## config.mk

```make
export PLATFORM = sky130hd
export DESIGN_NAME = program_loader_flat
export DESIGN_NICKNAME = d
export VERILOG_FILES = /design/src/rtl/program_loader_if.sv /design/src/rtl/program_loader.sv /design/src/flat_wrapper.sv
export SDC_FILE = /design/constraint.sdc
export NUM_CORES = 1
export LEC_CHECK = 0
export CAP_MARGIN = 20
export CORE_MARGIN = 2
export CORE_UTILIZATION = 50
export DETAILED_ROUTE_END_ITERATION = 10
export GPL_ROUTABILITY_DRIVEN = 0
export PLACE_DENSITY = 0.84
export SLEW_MARGIN = 20
export SYNTH_ARGS = -nofsm -noshare
export SYNTH_HDL_FRONTEND = slang
export SYNTH_SLANG_ARGS = --single-unit
export TNS_END_PERCENT = 50
```

## constraint.sdc

```tcl
create_clock -name clk -period 7.85 [get_ports clk]
set_input_delay 2.355 -clock clk [delete_from_list [all_inputs] [get_ports clk]]
set_output_delay 2.355 -clock clk [all_outputs]
set_load 0.02 [all_outputs]
```

## src/rtl/program_loader_if.sv

```systemverilog
// ---------------------------------------------------------------------------
// program_loader_if
// Bundles the loader's byte-stream input and the signals it drives towards
// the MIPS core.
//   in_valid / in_data / in_ready   byte stream (valid/ready handshake)
//   instruction_Write_en            one-cycle instruction-memory write strobe
//   Write_address                   word address being written (32 bits)
//   Write_instruction               instruction word being written
//   core_reset / running            core control and status
//   error                           sticky illegal-command flag
//   words_loaded                    saturating count of words written
// The slave modport is the loader's side. The master modport is the stream
// source, which also observes the outputs.
// ---------------------------------------------------------------------------
interface program_loader_if;
    logic        in_valid;
    logic [7:0]  in_data;
    logic        in_ready;
    logic        instruction_Write_en;
    logic [31:0] Write_address;
    logic [31:0] Write_instruction;
    logic        core_reset;
    logic        running;
    logic        error;
    logic [15:0] words_loaded;

    modport slave (
        input  in_valid,
        input  in_data,
        output in_ready,
        output instruction_Write_en,
        output Write_address,
        output Write_instruction,
        output core_reset,
        output running,
        output error,
        output words_loaded
    );

    modport master (
        output in_valid,
        output in_data,
        input  in_ready,
        input  instruction_Write_en,
        input  Write_address,
        input  Write_instruction,
        input  core_reset,
        input  running,
        input  error,
        input  words_loaded
    );
endinterface

```

## src/rtl/program_loader.sv

```systemverilog
// ---------------------------------------------------------------------------
// program_loader
// Boot stage for the single-cycle MIPS core. It decodes a byte stream of
// SET_ADDR / WRITE / RUN / HALT commands, writes instruction words into the
// core's instruction memory, and holds the core in reset while loading.
//   clk     rising-edge clock
//   reset   synchronous, active-high
//   bus     program_loader_if.slave (byte stream in, write port and status out)
//
// state     | meaning
// ----------+-----------------------------------------------------------
// S_CMD     | waiting for a command byte (core held in reset)
// S_ADDR_HI | SET_ADDR: expecting address high byte
// S_ADDR_LO | SET_ADDR: expecting address low byte
// S_D0..D3  | WRITE: expecting instruction bytes, MSB first
// S_WR      | one-cycle write strobe; address increments on exit
// S_RST     | core_reset pulse after RUN, RESET_CYCLES long
// S_RUN     | core executing; only HALT is accepted as legal
// ---------------------------------------------------------------------------
module program_loader #(
    parameter int ADDR_W       = 16,
    parameter int RESET_CYCLES = 2
) (
    input  logic                clk,
    input  logic                reset,
    program_loader_if.slave     bus
);

    localparam logic [7:0] CMD_SET_ADDR = 8'hA5;
    localparam logic [7:0] CMD_WRITE    = 8'h5A;
    localparam logic [7:0] CMD_RUN      = 8'h0F;
    localparam logic [7:0] CMD_HALT     = 8'hF0;

    // Counter holds RESET_CYCLES-1 down to 0.
    localparam int CNT_W = (RESET_CYCLES > 1) ? $clog2(RESET_CYCLES) : 1;

    typedef enum logic [3:0] {
        S_CMD,
        S_ADDR_HI,
        S_ADDR_LO,
        S_D0,
        S_D1,
        S_D2,
        S_D3,
        S_WR,
        S_RST,
        S_RUN
    } state_t;

    state_t             state_q;
    logic [ADDR_W-1:0]  addr_q;
    logic [7:0]         addr_hi_q;
    logic [23:0]        data_q;
    logic [31:0]        instr_q;
    logic               we_q;
    logic               core_reset_q;
    logic               running_q;
    logic               error_q;
    logic [15:0]        words_q;
    logic [CNT_W-1:0]   cnt_q;

    logic               in_ready_c;
    logic               xfer;
    logic [ADDR_W-1:0]  addr_load_d;
    logic [ADDR_W-1:0]  addr_inc_d;

    always_comb begin
        in_ready_c = 1'b0;
        case (state_q)
            S_CMD, S_ADDR_HI, S_ADDR_LO,
            S_D0, S_D1, S_D2, S_D3, S_RUN: in_ready_c = 1'b1;
            default:                       in_ready_c = 1'b0;
        endcase
        if (reset) begin
            in_ready_c = 1'b0;
        end
    end

    assign xfer = bus.in_valid && in_ready_c;

    // Received 16-bit address is zero-extended or truncated to ADDR_W.
    assign addr_load_d = ADDR_W'({addr_hi_q, bus.in_data});
    // Wraps modulo 2^ADDR_W.
    assign addr_inc_d  = addr_q + ADDR_W'(1);

    always_ff @(posedge clk) begin
        if (reset) begin
            state_q      <= S_CMD;
            addr_q       <= '0;
            addr_hi_q    <= '0;
            data_q       <= '0;
            instr_q      <= '0;
            we_q         <= 1'b0;
            core_reset_q <= 1'b1;
            running_q    <= 1'b0;
            error_q      <= 1'b0;
            words_q      <= '0;
            cnt_q        <= '0;
        end else begin
            we_q <= 1'b0;
            case (state_q)
                S_CMD: begin
                    if (xfer) begin
                        case (bus.in_data)
                            CMD_SET_ADDR: state_q <= S_ADDR_HI;
                            CMD_WRITE:    state_q <= S_D0;
                            CMD_RUN: begin
                                state_q <= S_RST;
                                cnt_q   <= CNT_W'(RESET_CYCLES - 1);
                            end
                            // HALT is only meaningful while running.
                            default:      error_q <= 1'b1;
                        endcase
                    end
                end
                S_ADDR_HI: begin
                    if (xfer) begin
                        addr_hi_q <= bus.in_data;
                        state_q   <= S_ADDR_LO;
                    end
                end
                S_ADDR_LO: begin
                    if (xfer) begin
                        addr_q  <= addr_load_d;
                        state_q <= S_CMD;
                    end
                end
                S_D0: begin
                    if (xfer) begin
                        data_q[23:16] <= bus.in_data;
                        state_q       <= S_D1;
                    end
                end
                S_D1: begin
                    if (xfer) begin
                        data_q[15:8] <= bus.in_data;
                        state_q      <= S_D2;
                    end
                end
                S_D2: begin
                    if (xfer) begin
                        data_q[7:0] <= bus.in_data;
                        state_q     <= S_D3;
                    end
                end
                S_D3: begin
                    // Instruction register only changes here, so it holds
                    // its last value outside the write cycle.
                    if (xfer) begin
                        instr_q <= {data_q, bus.in_data};
                        we_q    <= 1'b1;
                        state_q <= S_WR;
                    end
                end
                S_WR: begin
                    addr_q  <= addr_inc_d;
                    if (words_q != 16'hFFFF) begin
                        words_q <= words_q + 16'd1;
                    end
                    state_q <= S_CMD;
                end
                S_RST: begin
                    if (cnt_q == '0) begin
                        core_reset_q <= 1'b0;
                        running_q    <= 1'b1;
                        state_q      <= S_RUN;
                    end else begin
                        cnt_q <= cnt_q - CNT_W'(1);
                    end
                end
                S_RUN: begin
                    if (xfer) begin
                        if (bus.in_data == CMD_HALT) begin
                            core_reset_q <= 1'b1;
                            running_q    <= 1'b0;
                            state_q      <= S_CMD;
                        end else begin
                            error_q <= 1'b1;
                        end
                    end
                end
                default: state_q <= S_CMD;
            endcase
        end
    end

    assign bus.in_ready             = in_ready_c;
    assign bus.instruction_Write_en = we_q;
    assign bus.Write_address        = 32'(addr_q);
    assign bus.Write_instruction    = instr_q;
    assign bus.core_reset           = core_reset_q;
    assign bus.running              = running_q;
    assign bus.error                = error_q;
    assign bus.words_loaded         = words_q;

endmodule
```

## src/flat_wrapper.sv

```systemverilog
// flat-port wrapper written by rule: the top's interface ports become plain ports
module program_loader_flat 
#(
    parameter int ADDR_W       = 16,
    parameter int RESET_CYCLES = 2
)
  (clk, reset, bus_in_valid, bus_in_data, bus_in_ready, bus_instruction_Write_en, bus_Write_address, bus_Write_instruction, bus_core_reset, bus_running, bus_error, bus_words_loaded);
  program_loader_if bus_i ();
  input  logic clk;
  input  logic reset;
  input wire logic [$bits(bus_i.in_valid)-1:0] bus_in_valid;
  input wire logic [$bits(bus_i.in_data)-1:0] bus_in_data;
  output wire logic [$bits(bus_i.in_ready)-1:0] bus_in_ready;
  output wire logic [$bits(bus_i.instruction_Write_en)-1:0] bus_instruction_Write_en;
  output wire logic [$bits(bus_i.Write_address)-1:0] bus_Write_address;
  output wire logic [$bits(bus_i.Write_instruction)-1:0] bus_Write_instruction;
  output wire logic [$bits(bus_i.core_reset)-1:0] bus_core_reset;
  output wire logic [$bits(bus_i.running)-1:0] bus_running;
  output wire logic [$bits(bus_i.error)-1:0] bus_error;
  output wire logic [$bits(bus_i.words_loaded)-1:0] bus_words_loaded;
  assign bus_i.in_valid = bus_in_valid;
  assign bus_i.in_data = bus_in_data;
  assign bus_in_ready = bus_i.in_ready;
  assign bus_instruction_Write_en = bus_i.instruction_Write_en;
  assign bus_Write_address = bus_i.Write_address;
  assign bus_Write_instruction = bus_i.Write_instruction;
  assign bus_core_reset = bus_i.core_reset;
  assign bus_running = bus_i.running;
  assign bus_error = bus_i.error;
  assign bus_words_loaded = bus_i.words_loaded;
  program_loader #(.ADDR_W(ADDR_W), .RESET_CYCLES(RESET_CYCLES)) u_core (.clk(clk), .reset(reset), .bus(bus_i));
endmodule
```

# After elaboration in Yosys (flattened, before gate mapping)
# Memory sizes are Yosys's and may differ from the RTL's. A register that Yosys moved wholly into a read port is not among the register bits.
# Cells that the tools add are included.
classes:
  addsub: 3
  n_eq_ne: 28
  muxes: 35
  n_bitwise: 1
  reduce_logical: 19
ops:
  columns: ["operator", "count"]
  rows:
  - ["4-bit two-way mux", 12]
  - ["4-bit case mux with 9 select lines", 1]
  - ["16-bit by 1-bit adder with 16-bit output (second input constant)", 2]
  - ["16-bit case mux with 2 select lines", 1]
  - ["2-bit by 1-bit inequality test with 1-bit output (second input constant)", 9]
  - ["4-bit by 3-bit equality test with 1-bit output (second input constant)", 4]
  - ["8-bit equality test (second input constant)", 2]
  - ["16-bit two-way mux", 1]
  - ["16-bit inequality test (second input constant)", 1]
  - ["1-bit two-way mux", 15]
  - ["2-bit AND reduction", 7]
  - ["4-bit case mux with 3 select lines", 1]
  - ["11-bit AND reduction", 1]
  - ["4-bit by 2-bit equality test with 1-bit output (second input constant)", 2]
  - ["4-bit equality test (second input constant)", 2]
  - ["8-bit by 4-bit equality test with 1-bit output (second input constant)", 1]
  - ["8-bit by 7-bit equality test with 1-bit output (second input constant)", 1]
  - ["2-bit inequality test (second input constant)", 4]
  - ["1-bit case mux with 2 select lines", 4]
  - ["2-bit nonzero test", 4]
  - ["5-bit AND reduction", 1]
  - ["4-bit by 1-bit equality test with 1-bit output (second input constant)", 1]
  - ["4-bit zero test", 1]
  - ["4-bit inequality test (second input constant)", 1]
  - ["other kinds (7)", 7]
word_totals:
  ff_bits: 105
  mem_bits_ro: 16
  in_bits: 11
  output_inout_bits: 85
  elab_cells: 100
  mem_count: 1
memory_table:
  columns: ["name", "words", "width", "read_ports", "rd_clocked_by_memory_dff", "write_ports", "line", "source"]
  rows:
  - ["(name not given)", 16, 1, 1, 1, 0, "program_loader.sv:69", "case (state_q)"]

# Logic depth before layout (Yosys ltp)
logic_depth:
  depth_word: 6
  depth_mapped: 10
  mapped_depth_nobuf: 7

# Worst setup path after synthesis
# OpenSTA, ideal clock, no wires.
synth_path:
  path_kind: "input to output"
  startpoint: "input reset"
  endpoint: "output bus_in_ready"
  t_arrival_ns: 3.194
  required_ns: 5.495
  slack_ns: 2.301
  path_stages: 4
  n_path_buf: 3
  path_cell_list: "buf_6 clkbuf_1 clkbuf_1 nor2b_1"
synth_via:
  elab_chain_cells: 1
synth_rtl:
  columns: ["item", "line", "source"]
  rows:
  - ["from (decl)", "flat_wrapper.sv:10", "input logic reset;"]
  - ["1-bit two-way mux", "program_loader.sv:74", "if (reset) begin"]
  - ["to (decl)", "flat_wrapper.sv:13", "output wire logic [$bits(bus_i.in_ready)-1:0] bus_in_ready;"]
# Every way passes these cells.

# Worst setup path in the final report
# Ends and elaborated chain as after synthesis.

==> run metrics <==
HPWL after detailed placement=approximately 8300 um; Net Switching=0.2484 mW; Die ar.=around 0.011 mm2; CTS tree=built; Area contributors post-synth=dfxtp_1 42%, mux2i_1 8.1%, nand2_1 5.8%; initial antenna violation count=0; final instance area=approximately 0.006 mm2; Slew HR=31.13%; Ys Warns=0; final setup margin=2.332 ns; min Tclk post-route=5.518 ns; Max Clk Rate=181.2 MHz; Slew Limit Fails=0; Worst path max stage delay=0.61 ns; Area Growth Syn to Fin=18.34%; Total Neg Setup Slack=0 ns; Hold Path Class=flip-flop to flip-flop; max_cap viols=0; Detailed Route WL=roughly 12000 um; CTS Sinks=106; PortBufs=roughly 80; Gate power share=4.3%; unrepaired setup endpoints after global routing=false; hold bufs inserted after CTS=0; share of cells above drive strength 1=7.302%; number of diodes=0; drt wl/cell=15.91 um; Overall Power=0.9273 mW; switching share of power=26.79%; largest net degree at the start of global routing=91; nets=638; global-route wire length before repair=19930 um; status=completed; vias in the first global route=4051; power per cell area=154.4 mW/mm2; worst-path cell chain=buf_2, nor2b_1, clkdlybuf4s50_1; Layout Utilization=between 60% and 70%; Core Rows=36; Yosys cell types=64; Top FF cell, synth=dfxtp_1; vias per cell=5.664; Clk Latency, worst-skew pair=between 0.3 and 0.4 ns; H-tree depth=3; Pint=0.6789 mW; Final period util=70.29%; clock power share=37.6%; Residual DRC=0; die height=104.7 um; total CTS buffers=9; register share of total power=about 58%; starting density of the core=51.68%; Worst Tran Pin Value=1.032 ns; Clock Path Buffers=2; clk root buf=clkbuf_8; clock slew at reported path FFs=0.10 ns; DR iter-0 viols=402; arrival time worst endpoint=3.16 ns; postcts setup bufs=0; Area after DPL=0.005791 mm2; Worst VDD drop=88.42 uV; via count=4322; clk_skew=0.01828 ns; Max FO, Critical Path=2; Syn Area/Cell=a little under 9 um2; Min Hold Slack=about 0.47 ns; Critical Path Sink Type=primary output; fillers=870; Post-synth EDFFs=0; Routed Antenna Nets=0; first drt pass iteration count=6; GRT Residual Overflow=0; Req. time, crit path=around 5.5 ns; DP Cell Count=approximately 750; Cells after Synth=572; Final Instance Count excl. Fillers=763; Total GRT Usage=21.83%; final hold violation count=0; critical path class=input pin to primary output; Core ar.=between 0.009 and 0.01 mm2; slowest CP cell=clkdlybuf4s50_1; Synth top area share=41.81%; crit start category=input pin; leakage power=about 2.1 nW; Mapped Area=approximately 0.0051 mm2; pre-CTS setup slack=2.176 ns; final setup vio count=0; Synth Register Bits=between 100 and 150; cell with the most instances after synthesis=dfxtp_1; # resized after CTS=0; most common library cells after synthesis=106 x dfxtp_1, 79 x nand2_1, 67 x nor2_1; I/O pins=96; register area share after synthesis=41.81%; Die W=104.7 um; asr flop ratio synth=0%; cell taking the most area after synthesis=dfxtp_1
-- cell usage in the layout (no fill, tap or decap), types with 12 or more instances in the layout --
cell	Yosys	layout
mux2i_1	41	41
nor2b_1	18	18
nor2_1	67	67
nand2_1	79	79
nand3_1	16	16
nor3_1	16	16
o21ai_0	12	12
conb_1	1	16
xnor2_1	12	12
a21oi_1	28	28
dfxtp_1	106	106
clkdlybuf4s50_1	0	78
-- cell families after synthesis --
family                     share of synthesized area [%]
AOI/OAI and AO/OA                                  11.69
xor gates and xnor gates                           2.244
adders and majority gates                         0.4930
buffers and inverters                              6.558
DFF                                                41.81
muxes                                              12.38
other                                            0.07389
and+or+nand+nor                                    24.75
-- final timing paths --
| check | cells past startpoint | start | endpoint | slack [ns] |
|---|---|---|---|---|
| setup / recovery | 3 | reset | bus_in_ready | 2.33 |
| hold / removal | 2 | u_core.bus.Write_instruction[13]$_SDFFE_PP0P_ | u_core.bus.Write_instruction[13]$_SDFFE_PP0P_ | 0.47 |
| hold reg to reg | 2 | u_core.bus.Write_instruction[13]$_SDFFE_PP0P_ | u_core.bus.Write_instruction[13]$_SDFFE_PP0P_ | 0.47 |
| setup reg to reg | 5 | u_core.state_q[2]$_SDFFE_PP0N_ | u_core.addr_q[7]$_SDFFE_PP0P_ | 4.77 |
-- metal layers --
metal / global-route usage, % / routed length (um) / vias to the layer above
met5: 0 / 0 / -
met4: 6.095 / 165 / 0
met3: 2.932 / 806 / 19
met2: 35.71 / 5674 / 198
met1: 30.24 / 5494 / 2036
li1: - / - / 2069
-- sequential cells by signal, summed over array words and instances (netlist names), named ones only --
signal,flops
u_core.addr_hi_q,8
u_core.addr_q,16
u_core.bus.Write_instruction,32
u_core.bus.core_reset,1
u_core.bus.error,1
u_core.bus.instruction_Write_en,1
u_core.bus.running,1
u_core.bus.words_loaded,16
u_core.cnt_q,1
u_core.data_q,24
u_core.state_q,4
-- cell type report --
cell class / count / area [um2] / area share, %
inverters: 8 / 32.53 / 0.5417
repair buffers: 80 / 793.3 / 13.21
clock buffers: 9 / 123.9 / 2.063
clock inverters: 7 / 91.34 / 1.521
multi-input cells: 420 / 2676 / 44.56
well taps: 133 / 166.4 / 2.771
flip-flops and latches: 106 / 2122 / 35.33
-- worst max-delay path, delay by kind of cell --
family | cells | cell delay [ns]
buf+inv | 2 | 0.71
simple gates | 1 | 0.10
-- power groups by stage --
stage | clock network, mW | registers [mW] | logic (mW)
2_1_floorplan | 0 | 0.551 | 0.0345
3_3_place_gp | 0 | 0.551 | 0.0392
3_5_place_dp | 0 | 0.551 | 0.0397
4_1_cts | 0.354 | 0.538 | 0.0398
5_1_grt | 0.375 | 0.539 | 0.0429
6_report | 0.349 | 0.538 | 0.0403
Power figures use the tool's default switching activity.
